## config.mk

```make
export PLATFORM = sky130hd
export DESIGN_NAME = fifo_drain_ctrl_flat
export DESIGN_NICKNAME = d
export VERILOG_FILES = /design/src/rtl/fifo_pkg.sv /design/src/rtl/fifo_drain_ctrl_if.sv /design/src/rtl/skid_buf2.sv /design/src/rtl/fifo_drain_ctrl.sv /design/src/flat_wrapper.sv
export SDC_FILE = /design/constraint.sdc
export NUM_CORES = 1
export LEC_CHECK = 0
export CORE_MARGIN = 2
export CORE_UTILIZATION = 35
export DETAILED_ROUTE_END_ITERATION = 8
export DONT_BUFFER_PORTS = 1
export RECOVER_POWER = 50
export SLEW_MARGIN = 20
export SYNTH_ARGS = -nofsm -noshare
export SYNTH_HDL_FRONTEND = slang
export SYNTH_HIERARCHICAL = 1
export SYNTH_SLANG_ARGS = --single-unit
```

## constraint.sdc

```tcl
create_clock -name clk -period 4.4 [get_ports clk]
set_input_delay 0.88 -clock clk [delete_from_list [all_inputs] [get_ports clk]]
set_output_delay 0.88 -clock clk [all_outputs]
set_load 0.02 [all_outputs]
```

## src/rtl/fifo_pkg.sv

```systemverilog
// Shared definitions for the FIFO_8 read-side controller slice.
// Latency: n/a (package only).
// Backpressure: n/a (package only).
// Contents:
//   FIFO_WIDTH / FIFO_DEPTH  geometry of the upstream FIFO_8
//   OCC_W                    width of the mirrored occupancy (0..FIFO_DEPTH)
//   SKID_DEPTH / SKID_CNT_W  geometry of the 2-entry output skid buffer
//   occ_op_e / occ_op()      per-cycle occupancy update decision
package fifo_pkg;

  localparam int FIFO_WIDTH = 8;
  localparam int FIFO_DEPTH = 8;
  localparam int OCC_W      = 4;
  localparam int SKID_DEPTH = 2;
  localparam int SKID_CNT_W = 2;

  // Net effect of one cycle of FIFO activity on the occupancy mirror.
  typedef enum logic [1:0] {
    OCC_HOLD = 2'd0,
    OCC_INC  = 2'd1,
    OCC_DEC  = 2'd2
  } occ_op_e;

  // A write while full is rejected by FIFO_8 even if a read happens in the
  // same cycle, so a full FIFO with read+write still drops by one.
  // The empty guard keeps the mirror from wrapping below zero.
  function automatic occ_op_e occ_op(input logic wen, input logic ren,
                                     input logic full, input logic empty);
    occ_op_e op;
    op = OCC_HOLD;
    if (ren && !empty) begin
      op = (wen && !full) ? OCC_HOLD : OCC_DEC;
    end else if (wen && !full) begin
      op = OCC_INC;
    end
    return op;
  endfunction

endpackage

```

## src/rtl/fifo_drain_ctrl_if.sv

```systemverilog
// Handshake bundle between FIFO_8, the drain controller and the byte stream.
// Latency: n/a (wires only).
// Backpressure: m_ready from the stream consumer; the FIFO side has none.
// Signals:
//   fifo_wen    copy of the write strobe going into FIFO_8
//   fifo_ren    read strobe into FIFO_8
//   fifo_dout   FIFO_8 registered read data
//   fifo_error  FIFO_8 error flag
//   m_data / m_valid / m_ready   outgoing valid/ready byte stream
// Modports: master = controller view, slave = FIFO + stream consumer view.
interface fifo_drain_ctrl_if
  import fifo_pkg::*;
#(
  parameter int WIDTH = FIFO_WIDTH
) ();

  logic             fifo_wen;
  logic             fifo_ren;
  logic [WIDTH-1:0] fifo_dout;
  logic             fifo_error;
  logic [WIDTH-1:0] m_data;
  logic             m_valid;
  logic             m_ready;

  modport master (
    input  fifo_wen,
    input  fifo_dout,
    input  fifo_error,
    input  m_ready,
    output fifo_ren,
    output m_data,
    output m_valid
  );

  modport slave (
    output fifo_wen,
    output fifo_dout,
    output fifo_error,
    output m_ready,
    input  fifo_ren,
    input  m_data,
    input  m_valid
  );

endinterface

```

## src/rtl/skid_buf2.sv

```systemverilog
// Two-entry register queue holding bytes read out of FIFO_8.
// Latency: push visible at head one cycle later (registered).
// Backpressure: none internally; caller only pushes when a slot is free.
// Ports:
//   clk, rst   clock and synchronous active-high reset
//   push, din  write din at the tail
//   pop        remove the head (ignored when empty)
//   head       oldest entry; slot 0 is always the head
//   cnt        number of valid entries, 0..SKID_DEPTH
//   vld        head holds valid data
module skid_buf2
  import fifo_pkg::*;
#(
  parameter int WIDTH = FIFO_WIDTH
) (
  input  logic                  clk,
  input  logic                  rst,
  input  logic                  push,
  input  logic [WIDTH-1:0]      din,
  input  logic                  pop,
  output logic [WIDTH-1:0]      head,
  output logic [SKID_CNT_W-1:0] cnt,
  output logic                  vld
);

  localparam logic [SKID_CNT_W-1:0] CNT_FULL = SKID_CNT_W'(SKID_DEPTH);

  logic [WIDTH-1:0] slot0;
  logic [WIDTH-1:0] slot1;
  logic             pop_ok;
  logic             push_ok;

  assign pop_ok  = pop && (cnt != '0);
  // A push into a full queue is only legal if the head leaves that cycle.
  assign push_ok = push && ((cnt != CNT_FULL) || pop_ok);

  always_ff @(posedge clk) begin
    if (rst) begin
      slot0 <= '0;
      slot1 <= '0;
      cnt   <= '0;
    end else begin
      case ({push_ok, pop_ok})
        2'b10: begin
          if (cnt == '0) begin
            slot0 <= din;
          end else begin
            slot1 <= din;
          end
          cnt <= cnt + 1'b1;
        end
        2'b01: begin
          slot0 <= slot1;
          cnt   <= cnt - 1'b1;
        end
        2'b11: begin
          // Count is unchanged; the new byte lands behind whatever remains.
          if (cnt == 2'(1)) begin
            slot0 <= din;
          end else begin
            slot0 <= slot1;
            slot1 <= din;
          end
        end
        default: begin
        end
      endcase
    end
  end

  assign head = slot0;
  assign vld  = (cnt != '0);

endmodule

```

## src/rtl/fifo_drain_ctrl.sv

```systemverilog
// Drains FIFO_8 into a valid/ready byte stream through a 2-entry skid buffer.
// Latency: write at edge N -> fifo_ren in cycle N+1 -> m_valid/m_data at edge N+2.
// Backpressure: m_ready low stops reads once buffered + in-flight bytes reach 2.
// Ports:
//   clk, rst     clock and synchronous active-high reset
//   bus          fifo_drain_ctrl_if.master (FIFO strobes/data, output stream)
//   occupancy    mirrored FIFO_8 fill level, 0..DEPTH
//   byte_cnt     bytes delivered (m_valid & m_ready), wraps at 2^CNT_W
//   err_sticky   FIFO error, write-while-full, or sequence error; cleared by rst
//   seq_err      only with SEQ_CHECK_EN: one-cycle pulse after a popped byte
//                that is not previous popped byte + 1 (mod 2^WIDTH)
// Build option: define SEQ_CHECK_EN to add the seq_err port and its checker.
module fifo_drain_ctrl
  import fifo_pkg::*;
#(
  parameter int WIDTH = FIFO_WIDTH,
  parameter int DEPTH = FIFO_DEPTH,
  parameter int CNT_W = 16
) (
  input  logic                clk,
  input  logic                rst,
  fifo_drain_ctrl_if.master   bus,
  output logic [OCC_W-1:0]    occupancy,
  output logic [CNT_W-1:0]    byte_cnt,
  output logic                err_sticky
`ifdef SEQ_CHECK_EN
  ,
  output logic                seq_err
`endif
);

  localparam logic [OCC_W-1:0] OCC_FULL = OCC_W'(DEPTH);
  localparam logic [2:0]       SKID_LIM = 3'(SKID_DEPTH);

  logic                  inflight;
  logic [SKID_CNT_W-1:0] buf_cnt;
  logic                  pop;
  logic                  occ_full;
  logic                  occ_empty;
  logic [2:0]            credit_use;
  logic                  seq_mis;

  assign pop       = bus.m_valid && bus.m_ready;
  assign occ_full  = (occupancy == OCC_FULL);
  assign occ_empty = (occupancy == '0);

  // Slots that will be taken after this edge if no new read is issued:
  // what is buffered, plus the byte landing from last cycle's read, minus
  // the byte leaving now. A read is only issued if that leaves a free slot,
  // so the skid buffer can never overflow.
  assign credit_use = {1'b0, buf_cnt} + {2'b00, inflight} - {2'b00, pop};

  // Gating with rst keeps the strobe quiet while FIFO_8 is being reset
  // alongside this block.
  assign bus.fifo_ren = !rst && !occ_empty && (credit_use < SKID_LIM);

  skid_buf2 #(
    .WIDTH (WIDTH)
  ) u_skid (
    .clk  (clk),
    .rst  (rst),
    .push (inflight),
    .din  (bus.fifo_dout),
    .pop  (pop),
    .head (bus.m_data),
    .cnt  (buf_cnt),
    .vld  (bus.m_valid)
  );

  // fifo_dout updates on the edge that samples fifo_ren, so the data is
  // captured one cycle after the strobe. Reset drops a pending read.
  always_ff @(posedge clk) begin
    if (rst) begin
      inflight <= 1'b0;
    end else begin
      inflight <= bus.fifo_ren;
    end
  end

  // Occupancy mirror, tracking FIFO_8 from the observed write strobe and our
  // own read strobe.
  always_ff @(posedge clk) begin
    if (rst) begin
      occupancy <= '0;
    end else begin
      case (occ_op(bus.fifo_wen, bus.fifo_ren, occ_full, occ_empty))
        OCC_INC: occupancy <= occupancy + 1'b1;
        OCC_DEC: occupancy <= occupancy - 1'b1;
        default: occupancy <= occupancy;
      endcase
    end
  end

  always_ff @(posedge clk) begin
    if (rst) begin
      byte_cnt <= '0;
    end else if (pop) begin
      byte_cnt <= byte_cnt + 1'b1;
    end
  end

  always_ff @(posedge clk) begin
    if (rst) begin
      err_sticky <= 1'b0;
    end else if (bus.fifo_error || (bus.fifo_wen && occ_full) || seq_mis) begin
      err_sticky <= 1'b1;
    end
  end

`ifdef SEQ_CHECK_EN
  logic [WIDTH-1:0] last_byte;
  logic             have_last;

  // The first pop after reset has nothing to compare against.
  assign seq_mis = pop && have_last && (bus.m_data != WIDTH'(last_byte + 1'b1));

  always_ff @(posedge clk) begin
    if (rst) begin
      last_byte <= '0;
      have_last <= 1'b0;
      seq_err   <= 1'b0;
    end else begin
      seq_err <= seq_mis;
      if (pop) begin
        last_byte <= bus.m_data;
        have_last <= 1'b1;
      end
    end
  end
`else
  assign seq_mis = 1'b0;
`endif

endmodule

```

## src/flat_wrapper.sv

```systemverilog
// flat-port wrapper written by rule: the top's interface ports become plain ports
module fifo_drain_ctrl_flat import fifo_pkg::*;
#(
  parameter int WIDTH = FIFO_WIDTH,
  parameter int DEPTH = FIFO_DEPTH,
  parameter int CNT_W = 16
)
  (clk, rst, occupancy, byte_cnt, err_sticky, bus_fifo_wen, bus_fifo_dout, bus_fifo_error, bus_m_ready, bus_fifo_ren, bus_m_data, bus_m_valid);
  fifo_drain_ctrl_if #(.WIDTH(WIDTH)) bus_i ();
  input  logic clk;
  input  logic rst;
  output logic [OCC_W-1:0] occupancy;
  output logic [CNT_W-1:0] byte_cnt;
  output logic err_sticky;
  input wire logic [$bits(bus_i.fifo_wen)-1:0] bus_fifo_wen;
  input wire logic [$bits(bus_i.fifo_dout)-1:0] bus_fifo_dout;
  input wire logic [$bits(bus_i.fifo_error)-1:0] bus_fifo_error;
  input wire logic [$bits(bus_i.m_ready)-1:0] bus_m_ready;
  output wire logic [$bits(bus_i.fifo_ren)-1:0] bus_fifo_ren;
  output wire logic [$bits(bus_i.m_data)-1:0] bus_m_data;
  output wire logic [$bits(bus_i.m_valid)-1:0] bus_m_valid;
  assign bus_i.fifo_wen = bus_fifo_wen;
  assign bus_i.fifo_dout = bus_fifo_dout;
  assign bus_i.fifo_error = bus_fifo_error;
  assign bus_i.m_ready = bus_m_ready;
  assign bus_fifo_ren = bus_i.fifo_ren;
  assign bus_m_data = bus_i.m_data;
  assign bus_m_valid = bus_i.m_valid;
  fifo_drain_ctrl #(.WIDTH(WIDTH), .DEPTH(DEPTH), .CNT_W(CNT_W)) u_core (.clk(clk), .rst(rst), .bus(bus_i), .occupancy(occupancy), .byte_cnt(byte_cnt), .err_sticky(err_sticky));
endmodule
```

==> results.py <==
metrics = {
    "timing": {
        "tightest_slew_ns": 0.543,
        "fmax_ghz": 0.263,
        "drv_slew": 0,
        "hold_viol_final": 0,
        "timing.final.crit_share": 0.863,
        "slew_headroom": 0.635,
        "fin_skew_ns": 0.00895,
        "fin_setup_tns_ns": 0,
        "timing.final.crit_period_ns": 3.80,
        "rsz0062_at_grt": "false",
        "setup_viol": 0,
    },
    "floorplan": {
        "die-area_um2": 6390,
        "start_util": 0.364,
        "die_y_um": 79.9,
        "die_w_um": 79.9,
        "rows": 27,
        "io_pins": 44,
        "core_area_um2": 5540,
    },
    "cts": {
        "clk_transition_reported_paths_ns": 0.08,
        "cts-hold-fix-buffers": 0,
        "cts_sinks": 40,
        "clk_latency_ns": 0.30,
        "numCtsBuffers": 5,
        "post_cts_resized": 0,
        "htree_num_levels": 2,
        "root_buffer": "clkbuf_8",
        "cts_buffer_depth": 2,
        "cts_tree": "yes",
        "post_cts_buffers": 0,
    },
    "pwr": {
        "power.density_nw_per_um2": 581,
        "share_comb_of_total_power": 0.347,
        "sw_frac_of_total": 0.406,
        "p_clk_frac": 0.211,
        "power_leakage_nw": 0.815,
        "vdd_drop_max_v": 0.000241,
        "p_total_mw": 1.26,
        "intPower_uw": 746,
        "netSwitchingPower_uw": 511,
        "power.share.sequential": 0.442,
    },
    "placed_design": {
        "finalWeightedCongestion": 0.795,
        "port_buffers": 0,
        "place_hpwl_um": 2850,
    },
    "worst_setup_path": {
        "path_buf_inv": 2,
        "cp-start-kind": "flop",
        "crit_slowest_cell": "or4_1",
        "critPathKind": "flop to flop",
        "path_cells": "inv_1, ha_1, inv_1, and2_0, ha_1, nand2b_1, fa_1, xor2_1, nor4b_1, ha_1, ha_1, a21oi_1, a21oi_1, or4_1, a21oi_1",
        "crit_top_cell": "ha_1",
        "critPathMaxFanout": 5,
        "crit_family": "adder cells",
        "critPathMaxStageDelay_ns": 0.46,
        "end_kind": "flop",
        "crit_arrival_ns": 4.02,
        "worstPathRequired_ns": 4.63,
    },
    "detailed_routing": {
        "drt_iter0_drc": 54,
        "ant_nets": 0,
        "drt_first_pass_iters": 4,
        "drt-vias-per-instance": 5.21,
        "wl_um": 4150,
        "wl_per_cell_um": 14.0,
        "drc": 0,
        "via_count": 1543,
    },
    "logic_synthesis": {
        "yosysTopAreaCellShare": 0.397,
        "ys_ff_latch": 40,
        "synth-warning-count": 6,
        "ys.flop_type": "dfxtp_1",
        "yosysMostFrequentCell": "dfxtp_1",
        "syn-cell-area_um2": 2020,
        "ys_types": 40,
        "avgSynthCellArea_um2": 9.09,
        "synth_edf_count": 0,
        "synth_common_cells": "40 x dfxtp_1, 36 x nor2_1, 16 x nand2_1",
        "post-synth-top-area-cell": "dfxtp_1",
        "ys_seq_area_frac": 0.397,
        "synth_fp_nets": 245,
        "synth_cells": 222,
        "postSynth.asyncResetShare": 0,
        "synth_area_leaders": "dfxtp_1 40%, nor2_1 6.7%, mux2i_1 6.0%",
    },
    "hold_path": {
        "hold_path.class": "flop to flop",
    },
    "layout": {
        "syn_to_final_growth_pct": 7.20,
        "drive_above_1_share": 0.112,
        "antennaDiodeCount": 0,
        "fin_nets": 246,
    },
    "grt": {
        "grt_start_max_net_pins": 46,
        "grt_pass1_vias": 1509,
        "grt_usage": 0.138,
        "grt.overflow.total": 0,
        "antenna_found_initial": 0,
        "grt_pass1_wl_um": 6930,
    },
    "status": {
        "status": "finished, final reports clean",
    },
    "flow_run": {
        "drv_cap": 0,
    },
}
## metal layers
layer  wire [um]  up-vias  track usage  part of all wire
li1            -      773            -                 -
met3         279        6       0.0509             0.067
met1        1880      731        0.172              0.45
met4          51        0       0.0458             0.012
met5           0        -            0                 0
met2        1940       33        0.218              0.47
## tightest hold or removal path: stages (launching register included)
cell      delay [ns]
dfxtp_1         0.32
nand3_1         0.06
a311oi_1        0.08
## state kept, by name, summed over array words and instances (netlist names)
signal / count
u_core/byte_cnt: 16
u_core/u_skid/head: 8
u_core/u_skid/slot1: 8
u_core/occupancy: 4
u_core/u_skid/cnt: 2
u_core/err_sticky: 1
u_core/inflight: 1
## through the flow
stage	hold WS, ns	instances	utilization	area [um2]	setup WS, ns
finish	0.493	296	0.390	2160	0.604
global route	0.516	296	0.390	2160	0.242
CTS	0.501	296	0.391	2170	0.606
detailed placement	0.481	288	0.373	2070	0.548
global placement	0.473	288	0.373	2070	0.697
floorplan	0.463	222	-	2020	0.585
## layout by cell type (no fill, tap or decap), types with 3 or more instances in the layout
| master | instances |
|---|---|
| dfxtp_1 | 40 |
| nor2_1 | 36 |
| nand2_1 | 16 |
| nand3_1 | 13 |
| mux2i_1 | 12 |
| inv_1 | 9 |
| a21oi_1 | 9 |
| xnor2_1 | 8 |
| a311oi_1 | 8 |
| ha_1 | 8 |
| clkbuf_8 | 6 |
| xor2_1 | 5 |
| nor4_1 | 4 |
| nand4_1 | 4 |
| o21ai_0 | 4 |
| buf_4 | 3 |
| nor3_1 | 3 |
| nor4b_1 | 3 |
| or3_1 | 3 |
| nor2b_1 | 3 |
## layout make-up
type                            instances  area (um2)
Sequential cell                        40         801
Inverter                                9        33.8
Timing Repair Buffer                    4        26.3
Fill cell                             563        3380
Clock buffer                            6        82.6
Multi-Input combinational cell        163        1110
Clock inverter                          2        15.0
Tap cell                               72        90.1
## final timing paths
check,from,to,slack [ns],cells past startpoint
setup / recovery,u_core/u_skid/cnt[1],u_core/occupancy[3],0.60,15
setup reg to reg,u_core/u_skid/cnt[1],u_core/occupancy[3],0.60,15
hold / removal,u_core/u_skid/slot1[0],u_core/u_skid/head[0],0.49,2
hold reg to reg,u_core/u_skid/slot1[0],u_core/u_skid/head[0],0.49,2
## power groups by stage
| stage | Sequential [mW] | Combinational (mW) | Clock [mW] |
|---|---|---|---|
| global placement | 0.564 | 0.428 | 0 |
| finish | 0.555 | 0.437 | 0.264 |
| CTS | 0.558 | 0.442 | 0.275 |
| floorplan | 0.546 | 0.374 | 0 |
| global route | 0.567 | 0.492 | 0.291 |
| detailed placement | 0.566 | 0.440 | 0 |
## cells by family (layout without fill, tap and decap cells)
| family | Yosys count | count (layout) | share of synthesized area |
|---|---|---|---|
| AND/OR/NAND/NOR | 100 | 100 | 0.258 |
| multiplexers | 14 | 14 | 0.0707 |
| adder cells (fa/ha/maj) | 10 | 10 | 0.0695 |
| AO/OA/AOI/OAI | 26 | 26 | 0.0974 |
| buffers and inverters | 19 | 21 | 0.0509 |
| flip-flops | 40 | 40 | 0.397 |
| XOR/XNOR | 13 | 13 | 0.0565 |
No activity file was read; power rests on OpenSTA's default activity.
